<file path="src/rtl/spi_tx_pkg.sv">
`default_nettype none
// ============================================================================
// Module  : spi_tx_pkg
// Brief   : Shared types and default constants for the SPI transmit stream.
// Revision: 1.0
// ============================================================================
package spi_tx_pkg;

    localparam int SPI_TX_DATA_W_DEF     = 8;
    localparam int SPI_TX_FIFO_DEPTH_DEF = 16;
    localparam int SPI_TX_MSB_FIRST_DEF  = 1;
    localparam int SPI_TX_CNT_W_DEF      = 16;

    // Pattern shifted during starved slots when fill is enabled; LSBs are used.
    localparam logic [31:0] SPI_TX_FILL_WORD = 32'hFFFF_FFFF;

    typedef enum logic [1:0] {
        ST_IDLE   = 2'd0,
        ST_SHIFT  = 2'd1,
        ST_STARVE = 2'd2
    } spi_tx_state_e;

endpackage
`default_nettype wire

</file>
<file path="src/rtl/spi_tx_fifo.sv">
`default_nettype none
// ============================================================================
// Module  : spi_tx_fifo
// Brief   : Single-clock first-word-fall-through word buffer with level output.
// Revision: 1.0
// ============================================================================
module spi_tx_fifo #(
    parameter int DATA_W = 8,
    parameter int DEPTH  = 16
) (
    input  logic                       clk_i,
    input  logic                       rst_ni,
    input  logic [DATA_W-1:0]          wr_data_i,
    input  logic                       wr_valid_i,
    output logic                       wr_ready_o,
    input  logic                       rd_pop_i,
    output logic [DATA_W-1:0]          rd_data_o,
    output logic                       empty_o,
    output logic [$clog2(DEPTH):0]     level_o
);

    localparam int AW = $clog2(DEPTH);
    localparam int LW = AW + 1;

    logic [DATA_W-1:0] mem_q [DEPTH];
    logic [AW-1:0]     wr_ptr_q;
    logic [AW-1:0]     rd_ptr_q;
    logic [LW-1:0]     level_q;
    logic [LW-1:0]     level_d;
    logic              ready_q;
    logic              w_push;
    logic              w_pop;

    // Ready is registered from the next level so a full buffer refuses a push
    // even when a pop frees a slot on the same edge.
    assign wr_ready_o = rst_ni & ready_q;
    assign w_push     = wr_valid_i & wr_ready_o;
    assign w_pop      = rd_pop_i & (level_q != '0);

    always_comb begin
        level_d = level_q;
        case ({w_push, w_pop})
            2'b10:   level_d = level_q + LW'(1);
            2'b01:   level_d = level_q - LW'(1);
            default: level_d = level_q;
        endcase
    end

    always_ff @(posedge clk_i) begin
        if (!rst_ni) begin
            wr_ptr_q <= '0;
            rd_ptr_q <= '0;
            level_q  <= '0;
            ready_q  <= 1'b0;
        end else begin
            if (w_push) begin
                wr_ptr_q <= wr_ptr_q + AW'(1);
            end
            if (w_pop) begin
                rd_ptr_q <= rd_ptr_q + AW'(1);
            end
            level_q <= level_d;
            ready_q <= (level_d != LW'(DEPTH));
        end
    end

    always_ff @(posedge clk_i) begin
        if (w_push) begin
            mem_q[wr_ptr_q] <= wr_data_i;
        end
    end

    assign rd_data_o = mem_q[rd_ptr_q];
    assign empty_o   = (level_q == '0);
    assign level_o   = level_q;

endmodule
`default_nettype wire

</file>
<file path="src/rtl/spi_tx_stream.sv">
`default_nettype none
// ============================================================================
// Module  : spi_tx_stream
// Brief   : SPI slave transmit path clocked by sck: buffers words and shifts
//           them out on miso while cs_n is low. Define SPI_TX_UNDERRUN_FILL_EN
//           to shift SPI_TX_FILL_WORD instead of zeros during starved slots.
// Revision: 1.0
// ============================================================================
module spi_tx_stream
    import spi_tx_pkg::*;
#(
    parameter int DATA_W     = SPI_TX_DATA_W_DEF,
    parameter int FIFO_DEPTH = SPI_TX_FIFO_DEPTH_DEF,
    parameter int MSB_FIRST  = SPI_TX_MSB_FIRST_DEF,
    parameter int CNT_W      = SPI_TX_CNT_W_DEF
) (
    input  logic                            sck,
    input  logic                            sys_rst_n,
    input  logic [DATA_W-1:0]               data_in,
    input  logic                            valid,
    output logic                            ready,
    input  logic                            cs_n,
    output logic                            miso,
    output logic [$clog2(DATA_W)-1:0]       bit_cnt,
    output logic [CNT_W-1:0]                sent_cnt,
    output logic [$clog2(FIFO_DEPTH):0]     fifo_level,
    output logic                            underrun
);

    localparam int              BCW      = $clog2(DATA_W);
    localparam int              LW       = $clog2(FIFO_DEPTH) + 1;
    localparam logic [BCW-1:0]  LAST_BIT = BCW'(DATA_W - 1);
`ifdef SPI_TX_UNDERRUN_FILL_EN
    localparam logic [DATA_W-1:0] FILL = SPI_TX_FILL_WORD[DATA_W-1:0];
`else
    localparam logic [DATA_W-1:0] FILL = '0;
`endif

    spi_tx_state_e     state_q;
    logic [DATA_W-1:0] sreg_q;
    logic              miso_q;
    logic [BCW-1:0]    bit_cnt_q;
    logic [CNT_W-1:0]  sent_cnt_q;
    logic              underrun_q;

    logic [DATA_W-1:0] w_head;
    logic [DATA_W-1:0] w_load_word;
    logic [DATA_W-1:0] w_load_rest;
    logic [DATA_W-1:0] w_sreg_rest;
    logic              w_load_first;
    logic              w_sreg_first;
    logic              w_empty;
    logic              w_boundary;
    logic              w_pop;
    logic [LW-1:0]     w_level;

    assign w_boundary  = (bit_cnt_q == '0);
    assign w_pop       = sys_rst_n & ~cs_n & w_boundary & ~w_empty;
    assign w_load_word = w_empty ? FILL : w_head;

    spi_tx_fifo #(
        .DATA_W (DATA_W),
        .DEPTH  (FIFO_DEPTH)
    ) u_fifo (
        .clk_i      (sck),
        .rst_ni     (sys_rst_n),
        .wr_data_i  (data_in),
        .wr_valid_i (valid),
        .wr_ready_o (ready),
        .rd_pop_i   (w_pop),
        .rd_data_o  (w_head),
        .empty_o    (w_empty),
        .level_o    (w_level)
    );

    generate
        if (MSB_FIRST != 0) begin : g_msb_first
            assign w_load_first = w_load_word[DATA_W-1];
            assign w_load_rest  = {w_load_word[DATA_W-2:0], 1'b0};
            assign w_sreg_first = sreg_q[DATA_W-1];
            assign w_sreg_rest  = {sreg_q[DATA_W-2:0], 1'b0};
        end else begin : g_lsb_first
            assign w_load_first = w_load_word[0];
            assign w_load_rest  = {1'b0, w_load_word[DATA_W-1:1]};
            assign w_sreg_first = sreg_q[0];
            assign w_sreg_rest  = {1'b0, sreg_q[DATA_W-1:1]};
        end
    endgenerate

    // The first bit of each slot is registered on the same edge that loads it,
    // so miso carries data from the very first low-cs_n edge.
    always_ff @(posedge sck) begin
        if (!sys_rst_n) begin
            state_q    <= ST_IDLE;
            sreg_q     <= '0;
            miso_q     <= 1'b0;
            bit_cnt_q  <= '0;
            sent_cnt_q <= '0;
            underrun_q <= 1'b0;
        end else if (cs_n) begin
            state_q    <= ST_IDLE;
            sreg_q     <= '0;
            miso_q     <= 1'b0;
            bit_cnt_q  <= '0;
            underrun_q <= 1'b0;
        end else if (w_boundary) begin
            sreg_q    <= w_load_rest;
            miso_q    <= w_load_first;
            bit_cnt_q <= BCW'(1);
            if (w_empty) begin
                state_q    <= ST_STARVE;
                underrun_q <= 1'b1;
            end else begin
                state_q <= ST_SHIFT;
            end
        end else begin
            sreg_q <= w_sreg_rest;
            miso_q <= w_sreg_first;
            if (bit_cnt_q == LAST_BIT) begin
                bit_cnt_q <= '0;
                if (state_q == ST_SHIFT) begin
                    sent_cnt_q <= sent_cnt_q + CNT_W'(1);
                end
            end else begin
                bit_cnt_q <= bit_cnt_q + BCW'(1);
            end
        end
    end

    assign miso       = miso_q;
    assign bit_cnt    = bit_cnt_q;
    assign sent_cnt   = sent_cnt_q;
    assign fifo_level = w_level;
    assign underrun   = underrun_q;

endmodule
`default_nettype wire

</file>
<file path="config.mk">
export PLATFORM = sky130hd
export DESIGN_NAME = spi_tx_stream
export DESIGN_NICKNAME = d
export VERILOG_FILES = /design/src/rtl/spi_tx_pkg.sv /design/src/rtl/spi_tx_fifo.sv /design/src/rtl/spi_tx_stream.sv
export SDC_FILE = /design/constraint.sdc
export NUM_CORES = 1
export LEC_CHECK = 0
export CORE_UTILIZATION = 52
export DETAILED_ROUTE_END_ITERATION = 10
export GPL_ROUTABILITY_DRIVEN = 1
export PLACE_DENSITY = 0.69
export SLEW_MARGIN = 25
export SYNTH_ARGS = -nofsm -noshare
export SYNTH_HDL_FRONTEND = slang
export SYNTH_SLANG_ARGS = --single-unit
</file>
<file path="constraint.sdc">
create_clock -name sck -period 5.5 [get_ports sck]
set_clock_uncertainty 0.15 [all_clocks]
set_input_delay 0.825 -clock sck [delete_from_list [all_inputs] [get_ports sck]]
set_output_delay 0.825 -clock sck [all_outputs]
set_load 0.01 [all_outputs]
</file>
==> impl_metrics.tcl <==
set metrics [dict create \
    row_count 42 \
    hold_path.class "flip-flop to flip-flop" \
    wl_mm 12.96 \
    max_stage_delay_ns 0.57 \
    postCtsHoldBufs 0 \
    slew_headroom 0.3977 \
    avgSynthCellArea_um2 15.97 \
    cts_sinks 176 \
    drtPass1Iterations 6 \
    antenna_found_initial 0 \
    cts_tree "built" \
    multi_input_area_um2 2110 \
    post_cts_buffers 0 \
    cpMaxStageDelayCell "clkdlybuf4s50_1" \
    endpoint_kind "flip-flop" \
    yosysUniqueCellTypes 43 \
    fp.dieH_um 118.4 \
    min_period_ns 3.634 \
    gp_congestion 0.7520 \
    worstMarginPinSlew_ns 0.9024 \
    slew_viol_final 0 \
    yosysTopAreaCell "edfxtp_1" \
    cts.htree.levels 4 \
    start_kind "input pin" \
    fill_cells 998 \
    syn-num-nets 465 \
    hp-start "sreg_q[4]" \
    crit-reg2reg-capture "u_fifo.ready_q" \
    die_w_um 118.4 \
    globalRouteTotalUtil 0.1988 \
    postRouteAntennaNets 0 \
    insertion_delay_ns 0.43 \
    regArea_um2 4807 \
    synth_seq_cells 176 \
    die_area_um2 14010 \
    preCtsSetupSlack_ns 1.400 \
    busiest_layer "met2" \
    synth_top_area_frac 0.5458 \
    nets 503 \
    critical_path_depth 10 \
    cap_violations 0 \
    final_util 0.6139 \
    setup_tns_ns 0 \
    root_buffer "clkbuf_16" \
    powerDensity_nw_per_um2 332.4 \
    syn_inst 441 \
    rrSetupSlack_ns 2.06 \
    ys_top_cells_by_area "edfxtp_1, dfxtp_1, mux4_2, mux4_1, ha_1" \
    grt-ovfl-total 0 \
    cp_num_buf_inv 1 \
    clock_path_buffers 2 \
    status "finished clean" \
    met2_usage 0.3140 \
    drt_first_iter_violations 272 \
    fmax_mhz 275.2 \
    postCtsResizedCells 0 \
    p_sw_mw 0.5270 \
    crit_arrival_ns 3.74 \
    area_delta_synth_final_pct 15.46 \
    use_met1 0.2661 \
    period_share 0.6607 \
    swShare 0.1950 \
    drive_gt1_frac 0.1159 \
    rsz0062_at_grt "no" \
    vdd.ir_drop.worst_mv 0.1991 \
    synth_seq_area_share 0.6823 \
    cp_top_family "compound AO/OA/AOI/OAI gates" \
    setup_violations 0 \
    grt.met3_usage 0.04778 \
    setup_ws_ns 1.866 \
    cp.required_ns 5.60 \
    num_vias 3809 \
    route.detailed.wl_per_inst_um 19.40 \
    portBuffers 38 \
    whs_endpoint "sreg_q[5]" \
    pwr-share-seq 0.531 \
    viasPerCell 5.702 \
    drc_errors 0 \
    p_leak_nw 2.689 \
    floorplan.initialDensity 0.5317 \
    hold-path-cell-count 1 \
    core_area_um2 13240 \
    power_frac_clock 0.438 \
    critical_path_class "input pin to flip-flop" \
    path_clk_slew_ns 0.06 \
    syn-cell-area_um2 7042 \
    grt_max_degree 33 \
    cts_made_buffers 17 \
    path_max_fanout 15 \
    path_cells "clkdlybuf4s50_1 > nor2b_1 > o311a_1 > ha_1 > xor2_1 > ha_1 > a211oi_1 > nor4_2 > xor2_1 > a41oi_1" \
    reg2reg_from "bit_cnt[0]" \
    grt_pass1_wl_mm 20.32 \
    hpwl_mm 8.181 \
    diodes 0 \
    p_int_mw 2.176 \
    holdWs_ns 0.3037 \
    worstSetupStartpoint "sys_rst_n" \
    io_pins 39 \
    yosys_warnings 0 \
    r2r_cells 11 \
    pwr-share-comb 0.031 \
    grt_pass1_vias 3832 \
    hold_violations 0 \
]
stage by stage:
step                      total power, mW  cells  cell area, um^2
after floorplan                     1.510    441             7042
final                               2.703    668             8130
after CTS                           2.719    668             8130
after detailed placement            1.547    636             7551
after global placement              1.544    636             7551
after global routing                2.775    668             8130
state kept, by name, indices dropped and copies added, names as in the netlist, named ones only:
signal,flops
miso,1
u_fifo.mem_q,128
bit_cnt,3
state_q,2
u_fifo.rd_ptr_q,4
u_fifo.ready_q,1
sent_cnt,16
u_fifo.level_o,5
sreg_q,7
u_fifo.wr_ptr_q,4
underrun,1
synthesized netlist by cell type, drive strengths merged:
master,n
a211o,1
a211oi,1
a21oi,6
a22o,7
a22oi,14
a41oi,1
and2,20
and3,3
and3b,1
and4,1
and4bb,1
buf,10
clkbuf,10
dfxtp,48
edfxtp,128
ha,12
inv,7
mux2,1
mux2i,3
mux4,32
nand2,21
nand2b,3
nand3,7
nand4,6
nor2,38
nor2b,5
nor3,7
nor3b,3
nor4,5
nor4b,3
o211a,1
o21ai,4
o311a,1
o31ai,1
or3,2
xnor2,15
xor2,12
cell usage in the layout (no fill, tap or decap), types with 2 or more instances in the layout:
cell type / instances
xor2_1: 12
clkdlybuf4s50_1: 38
dfxtp_2: 2
mux4_2: 23
mux2i_1: 3
xnor2_1: 15
o21ai_0: 4
nand2_1: 21
nor2_1: 38
mux4_1: 9
dfxtp_1: 46
clkbuf_16: 17
clkbuf_1: 4
nand4_1: 5
clkinv_2: 4
nand3_1: 7
nor4b_1: 3
inv_1: 7
nor4_1: 4
nor3b_1: 3
and3_1: 3
nor2b_1: 5
a21oi_1: 6
nand2b_1: 3
nor3_1: 7
or3_1: 2
a22oi_1: 14
and2_1: 20
a22o_1: 7
bufinv_16: 3
edfxtp_1: 128
ha_1: 12
layer usage:
metal / up-vias / wire length, um
li1: 1762 / -
met1: 1930 / 5757
met2: 103 / 6357
met3: 14 / 663
met4: 0 / 178
met5: - / 0
final cells by class:
| type | count | share of cell area |
|---|---|---|
| inverter | 7 | 0.003232 |
| multi-input combinational | 238 | 0.2595 |
| clock buffer | 21 | 0.05417 |
| clock inverter | 11 | 0.01708 |
| tap | 176 | 0.02709 |
| sequential | 176 | 0.5913 |
| timing repair buffer | 39 | 0.04771 |
worst max-delay path by stage:
stage	end	slack, ns
final	u_fifo.ready_q	1.87
after global routing	u_fifo.ready_q	1.66
after CTS	u_fifo.ready_q	1.85
after detailed placement	u_fifo.ready_q	1.40
after global placement	u_fifo.ready_q	1.60
after floorplan	u_fifo.ready_q	2.50
power groups by stage:
stage | Clock, mW | Sequential (mW) | Combinational (mW)
6_report | 1.18 | 1.44 | 0.0830
3_5_place_dp | 0 | 1.46 | 0.0829
4_1_cts | 1.20 | 1.44 | 0.0836
2_1_floorplan | 0 | 1.46 | 0.0474
3_3_place_gp | 0 | 1.46 | 0.0797
5_1_grt | 1.25 | 1.44 | 0.0915
cells by family after synthesis:
family                     after synthesis  synth area share
AOI/OAI and AO/OA                       37           0.03820
xor gates and xnor gates                27           0.03358
adders and majority gates               12           0.02132
buffers and inverters                   27           0.01812
DFF                                    176            0.6823
muxes                                   36            0.1130
and+or+nand+nor                        126           0.09346
worst reg2reg max path, cell delays in order, from the launching register on:
cell,delay (ns)
dfxtp_1,0.34
inv_1,0.06
ha_1,0.16
nor2b_1,0.35
o311a_1,0.55
ha_1,0.45
xor2_1,0.18
ha_1,0.21
a211oi_1,0.13
nor4_2,0.32
xor2_1,0.22
a41oi_1,0.15
Power figures use the tool's default switching activity.
